[src/rtl/pll_dlf_pkg.sv]
// Shared types and helpers for the PLL digital loop filter / lock controller.
package pll_dlf_pkg;

    localparam int STATE_W = 2;

    typedef enum logic [STATE_W-1:0] {
        IDLE        = 2'd0,
        FREQ_ACQ    = 2'd1,
        PHASE_TRACK = 2'd2,
        LOCKED      = 2'd3
    } state_e;

    // Clamp a signed value into the unsigned range [0, 2^width-1].
    function automatic longint unsigned sat_u(input longint val, input int unsigned width);
        longint          hi;
        longint unsigned res;
        hi = (longint'(1) <<< width) - longint'(1);
        if (val < longint'(0))
            res = '0;
        else if (val > hi)
            res = $unsigned(hi);
        else
            res = $unsigned(val);
        return res;
    endfunction

endpackage

[src/rtl/pll_dlf_ctrl_if.sv]
// Error-sample / control-word bundle of pll_dlf_ctrl.
// lock_lost is present only when PLL_LOCK_LOSS_DETECT_EN is defined.
interface pll_dlf_ctrl_if #(
    parameter int ERR_W = 12,
    parameter int CW_W  = 16
);
    import pll_dlf_pkg::*;

    logic               err_valid;
    logic [ERR_W-1:0]   err;
    logic [CW_W-1:0]    cw;
    logic               cw_valid;
    logic               lock;
    logic [STATE_W-1:0] state;

`ifdef PLL_LOCK_LOSS_DETECT_EN
    logic               lock_lost;

    modport master (output err_valid, err, input cw, cw_valid, lock, state, lock_lost);
    modport slave  (input err_valid, err, output cw, cw_valid, lock, state, lock_lost);
`else
    modport master (output err_valid, err, input cw, cw_valid, lock, state);
    modport slave  (input err_valid, err, output cw, cw_valid, lock, state);
`endif

endinterface

[src/rtl/pll_lock_det.sv]
// Lock qualification: consecutive in-tolerance counter and, with
// PLL_LOCK_LOSS_DETECT_EN, the two-strike loss detector with sticky flag.
module pll_lock_det #(
    parameter int ERR_W          = 12,
    parameter int ERR_TOL        = 4,
    parameter int LOCK_COUNT_MAX = 10
) (
    input  logic             rclk,
    input  logic             rst_n,
    input  logic             clr,
    input  logic             sample,
    input  logic             trk_en,
    input  logic [ERR_W-1:0] err,
`ifdef PLL_LOCK_LOSS_DETECT_EN
    input  logic             lkd_en,
    input  logic             idle,
    output logic             loss_hit,
    output logic             lock_lost,
`endif
    output logic             lock_hit
);
    localparam int LC_W = $clog2(LOCK_COUNT_MAX + 1);
    localparam logic [LC_W-1:0]         LC_LAST = LC_W'(LOCK_COUNT_MAX - 1);
    localparam logic signed [ERR_W-1:0] TOL     = ERR_W'(ERR_TOL);

    logic signed [ERR_W-1:0] err_s;
    logic                    in_tol;
    logic [LC_W-1:0]         lock_cnt;

    // The most-negative code lies below -TOL, so it is out of tolerance naturally.
    assign err_s    = $signed(err);
    assign in_tol   = (err_s >= -TOL) && (err_s <= TOL);
    assign lock_hit = trk_en && sample && in_tol && (lock_cnt == LC_LAST);

    // NOTE: flops are written with <= so every reader sees the pre-edge value.
    always_ff @(posedge rclk or negedge rst_n) begin
        if (!rst_n)
            lock_cnt <= '0;
        else if (clr || !trk_en)
            lock_cnt <= '0;
        else if (sample)
            lock_cnt <= in_tol ? lock_cnt + 1'b1 : '0;
    end

`ifdef PLL_LOCK_LOSS_DETECT_EN
    localparam logic signed [ERR_W-1:0] BIG = ERR_W'(4 * ERR_TOL);

    logic big;
    logic loss_armed;

    assign big      = (err_s > BIG) || (err_s < -BIG);
    assign loss_hit = lkd_en && sample && big && loss_armed;

    always_ff @(posedge rclk or negedge rst_n) begin
        if (!rst_n) begin
            loss_armed <= 1'b0;
            lock_lost  <= 1'b0;
        end else begin
            if (clr || !lkd_en)
                loss_armed <= 1'b0;
            else if (sample)
                loss_armed <= big;

            if (idle)
                lock_lost <= 1'b0;
            else if (loss_hit)
                lock_lost <= 1'b1;
        end
    end
`endif

endmodule

[src/rtl/pll_dlf_ctrl.sv]
// PLL digital loop filter (saturating PI) and acquisition/track/lock sequencer on rclk.
// Defining PLL_LOCK_LOSS_DETECT_EN adds lock-loss detection and the lock_lost flag.
module pll_dlf_ctrl
    import pll_dlf_pkg::*;
#(
    parameter int              FBDIV_W        = 10,
    parameter int              ERR_W          = 12,
    parameter int              CW_W           = 16,
    parameter int              FRAC_W         = 8,
    parameter logic [CW_W-1:0] CW_INIT        = 16'h8000,
    parameter int              KP_SHIFT       = 3,
    parameter int              KI_SHIFT       = 7,
    parameter int              KI_ACQ_SHIFT   = 3,
    parameter int              ACQ_SAMPLES    = 256,
    parameter int              ERR_TOL        = 4,
    parameter int              LOCK_COUNT_MAX = 10
) (
    input  logic               rclk,
    input  logic               rst_n,
    input  logic               en,
    input  logic [FBDIV_W-1:0] fbdiv,
    input  logic               skip_phase_lock,
    pll_dlf_ctrl_if.slave      bus
);
    localparam int INT_W = CW_W + FRAC_W;
    localparam int INC_W = ERR_W + FRAC_W;
    localparam int ACQ_W = $clog2(ACQ_SAMPLES + 1);
    localparam logic [INT_W-1:0] INTEG_INIT = {CW_INIT, {FRAC_W{1'b0}}};
    localparam logic [ACQ_W-1:0] ACQ_LAST   = ACQ_W'(ACQ_SAMPLES - 1);

    state_e                  state_q, state_d;
    logic [FBDIV_W-1:0]      fbdiv_q;
    logic [INT_W-1:0]        integ_q, integ_d, integ_new;
    logic [CW_W-1:0]         cw_q, cw_d, cw_new;
    logic                    cw_valid_q, cw_valid_d;
    logic [ACQ_W-1:0]        acq_cnt_q, acq_cnt_d;
    logic signed [ERR_W-1:0] err_s, p_term;
    logic signed [INC_W-1:0] err_sc, inc;
    logic                    fb_change, sample, clr, lock_hit;
`ifdef PLL_LOCK_LOSS_DETECT_EN
    logic                    loss_hit;
`endif

    // A divider change outranks the sample: that cycle's err is dropped.
    assign fb_change = (state_q != IDLE) && (fbdiv != fbdiv_q);
    assign sample    = en && (state_q != IDLE) && !fb_change && bus.err_valid;
    assign clr       = !en || fb_change;

    always_comb begin
        err_s  = $signed(bus.err);
        err_sc = $signed({bus.err, {FRAC_W{1'b0}}});
        if (state_q == FREQ_ACQ) begin
            inc    = err_sc >>> KI_ACQ_SHIFT;
            p_term = '0;
        end else begin
            inc    = err_sc >>> KI_SHIFT;
            p_term = err_s >>> KP_SHIFT;
        end
        integ_new = INT_W'(sat_u(longint'(integ_q) + longint'(inc), INT_W));
        cw_new    = CW_W'(sat_u(longint'(integ_new[INT_W-1:FRAC_W]) + longint'(p_term), CW_W));
    end

    pll_lock_det #(
        .ERR_W          (ERR_W),
        .ERR_TOL        (ERR_TOL),
        .LOCK_COUNT_MAX (LOCK_COUNT_MAX)
    ) u_lock_det (
        .rclk      (rclk),
        .rst_n     (rst_n),
        .clr       (clr),
        .sample    (sample),
        .trk_en    (state_q == PHASE_TRACK),
        .err       (bus.err),
`ifdef PLL_LOCK_LOSS_DETECT_EN
        .lkd_en    (state_q == LOCKED),
        .idle      (state_q == IDLE),
        .loss_hit  (loss_hit),
        .lock_lost (bus.lock_lost),
`endif
        .lock_hit  (lock_hit)
    );

    // NOTE: every always_comb output is defaulted first so no path leaves it unassigned (no latch).
    always_comb begin
        state_d    = state_q;
        integ_d    = integ_q;
        cw_d       = cw_q;
        cw_valid_d = 1'b0;
        acq_cnt_d  = acq_cnt_q;
        if (!en) begin
            state_d   = IDLE;
            integ_d   = INTEG_INIT;
            cw_d      = CW_INIT;
            acq_cnt_d = '0;
        end else if (state_q == IDLE) begin
            if (fbdiv != '0)
                state_d = FREQ_ACQ;
        end else if (fb_change) begin
            state_d   = FREQ_ACQ;
            acq_cnt_d = '0;
        end else if (sample) begin
            integ_d    = integ_new;
            cw_d       = cw_new;
            cw_valid_d = 1'b1;
            unique case (state_q)
                FREQ_ACQ: begin
                    if (acq_cnt_q == ACQ_LAST) begin
                        acq_cnt_d = '0;
                        state_d   = skip_phase_lock ? LOCKED : PHASE_TRACK;
                    end else begin
                        acq_cnt_d = acq_cnt_q + 1'b1;
                    end
                end
                PHASE_TRACK: if (lock_hit) state_d = LOCKED;
`ifdef PLL_LOCK_LOSS_DETECT_EN
                LOCKED:      if (loss_hit) state_d = PHASE_TRACK;
`endif
                default: ;
            endcase
        end
    end

    always_ff @(posedge rclk or negedge rst_n) begin
        if (!rst_n) begin
            state_q    <= IDLE;
            fbdiv_q    <= '0;
            integ_q    <= INTEG_INIT;
            cw_q       <= CW_INIT;
            cw_valid_q <= 1'b0;
            acq_cnt_q  <= '0;
        end else begin
            state_q    <= state_d;
            integ_q    <= integ_d;
            cw_q       <= cw_d;
            cw_valid_q <= cw_valid_d;
            acq_cnt_q  <= acq_cnt_d;
            if (state_q == IDLE || fb_change)
                fbdiv_q <= fbdiv;
        end
    end

    assign bus.cw       = cw_q;
    assign bus.cw_valid = cw_valid_q;
    assign bus.lock     = (state_q == LOCKED);
    assign bus.state    = state_q;

endmodule

[src/flat_wrapper.sv]
// flat-port wrapper written by rule: the top's interface ports become plain ports
module pll_dlf_ctrl_flat import pll_dlf_pkg::*;
#(
    parameter int              FBDIV_W        = 10,
    parameter int              ERR_W          = 12,
    parameter int              CW_W           = 16,
    parameter int              FRAC_W         = 8,
    parameter logic [CW_W-1:0] CW_INIT        = 16'h8000,
    parameter int              KP_SHIFT       = 3,
    parameter int              KI_SHIFT       = 7,
    parameter int              KI_ACQ_SHIFT   = 3,
    parameter int              ACQ_SAMPLES    = 256,
    parameter int              ERR_TOL        = 4,
    parameter int              LOCK_COUNT_MAX = 10
)
  (rclk, rst_n, en, fbdiv, skip_phase_lock, bus_err_valid, bus_err, bus_cw, bus_cw_valid, bus_lock, bus_state);
  pll_dlf_ctrl_if #(.ERR_W(ERR_W), .CW_W(CW_W)) bus_i ();
  input  logic rclk;
  input  logic rst_n;
  input  logic en;
  input  logic [FBDIV_W-1:0] fbdiv;
  input  logic skip_phase_lock;
  input wire logic [$bits(bus_i.err_valid)-1:0] bus_err_valid;
  input wire logic [$bits(bus_i.err)-1:0] bus_err;
  output wire logic [$bits(bus_i.cw)-1:0] bus_cw;
  output wire logic [$bits(bus_i.cw_valid)-1:0] bus_cw_valid;
  output wire logic [$bits(bus_i.lock)-1:0] bus_lock;
  output wire logic [$bits(bus_i.state)-1:0] bus_state;
  assign bus_i.err_valid = bus_err_valid;
  assign bus_i.err = bus_err;
  assign bus_cw = bus_i.cw;
  assign bus_cw_valid = bus_i.cw_valid;
  assign bus_lock = bus_i.lock;
  assign bus_state = bus_i.state;
  pll_dlf_ctrl #(.FBDIV_W(FBDIV_W), .ERR_W(ERR_W), .CW_W(CW_W), .FRAC_W(FRAC_W), .CW_INIT(CW_INIT), .KP_SHIFT(KP_SHIFT), .KI_SHIFT(KI_SHIFT), .KI_ACQ_SHIFT(KI_ACQ_SHIFT), .ACQ_SAMPLES(ACQ_SAMPLES), .ERR_TOL(ERR_TOL), .LOCK_COUNT_MAX(LOCK_COUNT_MAX)) u_core (.rclk(rclk), .rst_n(rst_n), .en(en), .fbdiv(fbdiv), .skip_phase_lock(skip_phase_lock), .bus(bus_i));
endmodule
[config.mk]
export PLATFORM = sky130hd
export DESIGN_NAME = pll_dlf_ctrl_flat
export DESIGN_NICKNAME = d
export VERILOG_FILES = /design/src/rtl/pll_dlf_pkg.sv /design/src/rtl/pll_dlf_ctrl_if.sv /design/src/rtl/pll_lock_det.sv /design/src/rtl/pll_dlf_ctrl.sv /design/src/flat_wrapper.sv
export SDC_FILE = /design/constraint.sdc
export NUM_CORES = 1
export LEC_CHECK = 0
export CORE_AREA = 2 2 95 97
export CTS_CLUSTER_SIZE = 40
export DETAILED_ROUTE_END_ITERATION = 6
export DIE_AREA = 0 0 97 99
export HOLD_SLACK_MARGIN = 0.12
export PLACE_DENSITY = 0.86
export SYNTH_ARGS = -nofsm -noshare
export SYNTH_HDL_FRONTEND = slang
export SYNTH_SLANG_ARGS = --single-unit
[constraint.sdc]
create_clock -name rclk -period 9.6 [get_ports rclk]
set_clock_uncertainty 0.15 [all_clocks]
set_input_delay 2.4 -clock rclk [delete_from_list [all_inputs] [get_ports rclk]]
set_output_delay 2.4 -clock rclk [all_outputs]
set_load 0.02 [all_outputs]
==> flow_summary.yaml <==
global_route:
  grt-ovfl-total: 0
  grt_pass1_vias: 4994
  grt_max_degree: 66
  grt_pass1_wl_mm: 23.48
  antenna_found_initial: 0
  grt_usage_pct: 29.86
critical_path:
  critPathKind: "input pin to register"
  critPathSlowestCell: "nor2_1"
  crit_family: "compound AO/OA/AOI/OAI gates"
  crit_chain: "clkdlybuf4s50_1 > and2_1 > ha_1 > inv_1 > fa_1 > nand2b_1 > a21oi_1 > o21ai_0 > a211o_1 > and3b_1 > nor2_1 > nor2_1 > ha_1 > inv_1 > fa_1 > nor2b_4 > o31a_4 > o311ai_4 > a21oi_2 > o41a_4 > a311oi_4 > a211oi_1 > o21ai_0"
  critPathRequiredTime_ps: 9720
  cpPeakStageDelay_ps: 790
  cp-end-kind: "register"
  crit_arrival_ps: 8800
  crit_fanout: 15
  critical_path_buf_inv_count: 3
  start_kind: "input pin"
place:
  place_area_um2: 5896
  hpwl_mm: 10.31
  routabilityCongestion: 0.9229
  portBuffers: 46
  dp.cells: 783
finish:
  multi_input_area_um2: 3530
  fin_area_um2: 6097
  nNetsFinal: 761
  drive_gt1_share_pct: 8.104
  utilization_pct: 71.31
  fin_cells: 799
  diodes: 0
  area_delta_synth_final_pct: 12.64
  fill_cells: 686
  seqCellArea_um2: 1629
min_path:
  worstHoldPathType: "register to register"
cts:
  clkSlewWorstSetupHoldPaths_ps: 90
  clk_path_buf_depth: 2
  cts_hold_buf: 0
  cts_tree: "built"
  cts_buffers: 9
  post_cts_buffers: 0
  cts_max_level: 3
  cts_resized: 0
  cts_root_buf: "clkbuf_8"
  insertion_delay_ps: 360
  cts.sinks: 65
floorplan:
  start_util_pct: 63.30
  fp-row-count: 34
  fp.coreArea_um2: 8551
  dieArea_um2: 9603
  boundaryPins: 47
  die_w_um: 97
  die_h_um: 99
synthesis:
  avgSynthCellArea_um2: 8.251
  synth_nets: 731
  synthCells: 656
  ys_dominant_reg_cell: "dfrtp_1"
  ys_async_sr_fraction_pct: 100.0
  synth_area_um2: 5413
  yosys-top-cells-area: "dfrtp_1, ha_1, o21ai_0"
  ys_warn_count: 0
  synth_top_cell_by_area: "dfrtp_1"
  synth.distinct_cells: 77
  synth_top_area_share_pct: 29.13
  yosysSeqAreaShare_pct: 30.10
  synth_edf_count: 0
  synth_seq_cells: 65
sta:
  max_slew_margin_pct: 32.27
  timing.final.crit_share_pct: 90.39
  worst_pin_slew_ps: 1012
  slew_viol_final: 0
  fin_setup_tns_ps: 0
  timing.fmax_mhz: 115.2
  rsz0062_at_grt: "false"
  min_period_ps: 8678
  finalHoldViolations: 0
  setup_viol: 0
power_and_ir_drop:
  power_uw: 704.8
  power_density_nw_per_um2: 115.6
  peakVddDrop_mv: 0.08651
  p_leak_uw: 0.002836
status:
  outcome: "finished, final reports clean"
drt:
  dr.first_iter.drc_count: 317
  route.detailed.drc: 0
  ant_nets: 0
  drt_pass1_iterations: 5
  wl_mm: 14.01
  num_vias: 5100
  wl_per_cell_um: 17.54
  vias_per_cell: 6.383
job:
  cap_viol_max_count: 0
==> through the flow <==
stage / worst slack, ps / hold slack, ps
floorplan: 2330 / 295.7
global placement: 1018 / 315.0
finish: 922.3 / 339.0
global route: 626.7 / 370.0
detailed placement: 788.8 / 323.5
CTS: 1015 / 342.8
==> placed cells by master, fill, tap and decap left out, types with 13 or more instances in the layout <==
master | Yosys | routed
inv_1 | 29 | 29
ha_1 | 46 | 46
a21oi_1 | 40 | 40
xnor2_1 | 21 | 21
dfrtp_1 | 63 | 63
clkdlybuf4s50_1 | 0 | 45
a211oi_1 | 21 | 21
o21ai_0 | 61 | 61
nand4_1 | 13 | 13
nor2_1 | 60 | 60
nand2_1 | 80 | 80
a21o_1 | 14 | 14
==> routing by layer <==
layer | global-route usage (%) | share of wire [%] | vias up
met3 | 4.468 | 5.5 | 40
met1 | 36.71 | 42 | 2437
li1 | - | - | 2432
met5 | 0 | 0 | -
met2 | 51.44 | 49 | 191
met4 | 14.84 | 3.6 | 0
==> flip-flops by register name, indices dropped and copies added, names as in the netlist <==
name                        count
u_core.bus.cw_valid             1
u_core.acq_cnt_q                9
u_core.integ_q                 23
u_core.bus.cw                  16
u_core.fbdiv_q                 10
u_core.u_lock_det.lock_cnt      4
u_core.bus.state                2
==> cell usage after synthesis, drive strengths merged, types with 3 or more instances <==
cell type  instances
o22ai              3
and3               4
nor4               4
o21a              12
nand2             80
a21o              15
o211ai             7
buf                4
a211oi            21
a21oi             42
o31ai              3
dfrtp             63
nor2              61
clkbuf            28
a211o              6
xor2              12
nand2b             6
a31oi             10
xnor2             21
a21boi             3
nand3b             3
nor2b              7
nor3b              3
o21bai             5
nand4             13
or3                5
ha                46
nand3              9
and2              12
inv               29
o21ai             74
nor3              10
==> final timing paths <==
path / start / end / slack, ps / cells past startpoint
worst min-delay path: u_core.bus.cw[9]$_DFFE_PN0P_ / u_core.bus.cw[9]$_DFFE_PN0P_ / 340 / 2
min in group asynchronous: rst_n / u_core.integ_q[3]$_DFFE_PN0P_ / 2070 / 2
worst max-delay path: bus_err[0] / u_core.bus.cw[2]$_DFFE_PN0P_ / 920 / 23
worst max register to register: u_core.bus.state[1]$_DFFE_PN0P_ / u_core.bus.cw[2]$_DFFE_PN0P_ / 2390 / 24
max in group asynchronous: rst_n / u_core.bus.cw[8]$_DFFE_PN0P_ / 6640 / 2
worst min register to register: u_core.bus.cw[9]$_DFFE_PN0P_ / u_core.bus.cw[9]$_DFFE_PN0P_ / 340 / 2
==> where the power goes <==
| part | internal, uW | total (uW) | switching, uW |
|---|---|---|---|
| Combinational | 71.6 | 181 | 109 |
| Sequential | 276 | 278 | 1.65 |
| Clock | 122 | 246 | 124 |
| Total | 470 | 705 | 235 |
==> worst reg2reg max path, cell delays in order, from the launching register on <==
cell	delay [ps]
dfrtp_1	490
inv_1	120
nand2_1	400
and2_1	210
ha_1	190
inv_1	70
fa_1	380
nand2b_1	190
a21oi_1	260
o21ai_0	270
a211o_1	330
and3b_1	250
nor2_1	790
nor2_1	130
ha_1	260
inv_1	80
fa_1	260
nor2b_4	70
o31a_4	300
o311ai_4	330
a21oi_2	120
o41a_4	390
a311oi_4	750
a211oi_1	130
o21ai_0	240
==> cell families after synthesis <==
group | synth area share (%)
AND/OR/NAND/NOR | 20.32
buffers and inverters | 4.762
adder cells (fa/ha/maj) | 11.37
AO/OA/AOI/OAI | 27.90
XOR/XNOR | 5.340
multiplexers | 0.2080
flip-flops | 30.10
==> final cells by class <==
class	instances	area share [%]
clock buffer	9	2.032
clock inverter	7	1.272
inverter	29	1.785
multi-input combinational	530	57.89
sequential	65	26.72
tap	108	2.216
timing repair buffer	51	8.085
Power figures use the tool's default switching activity.
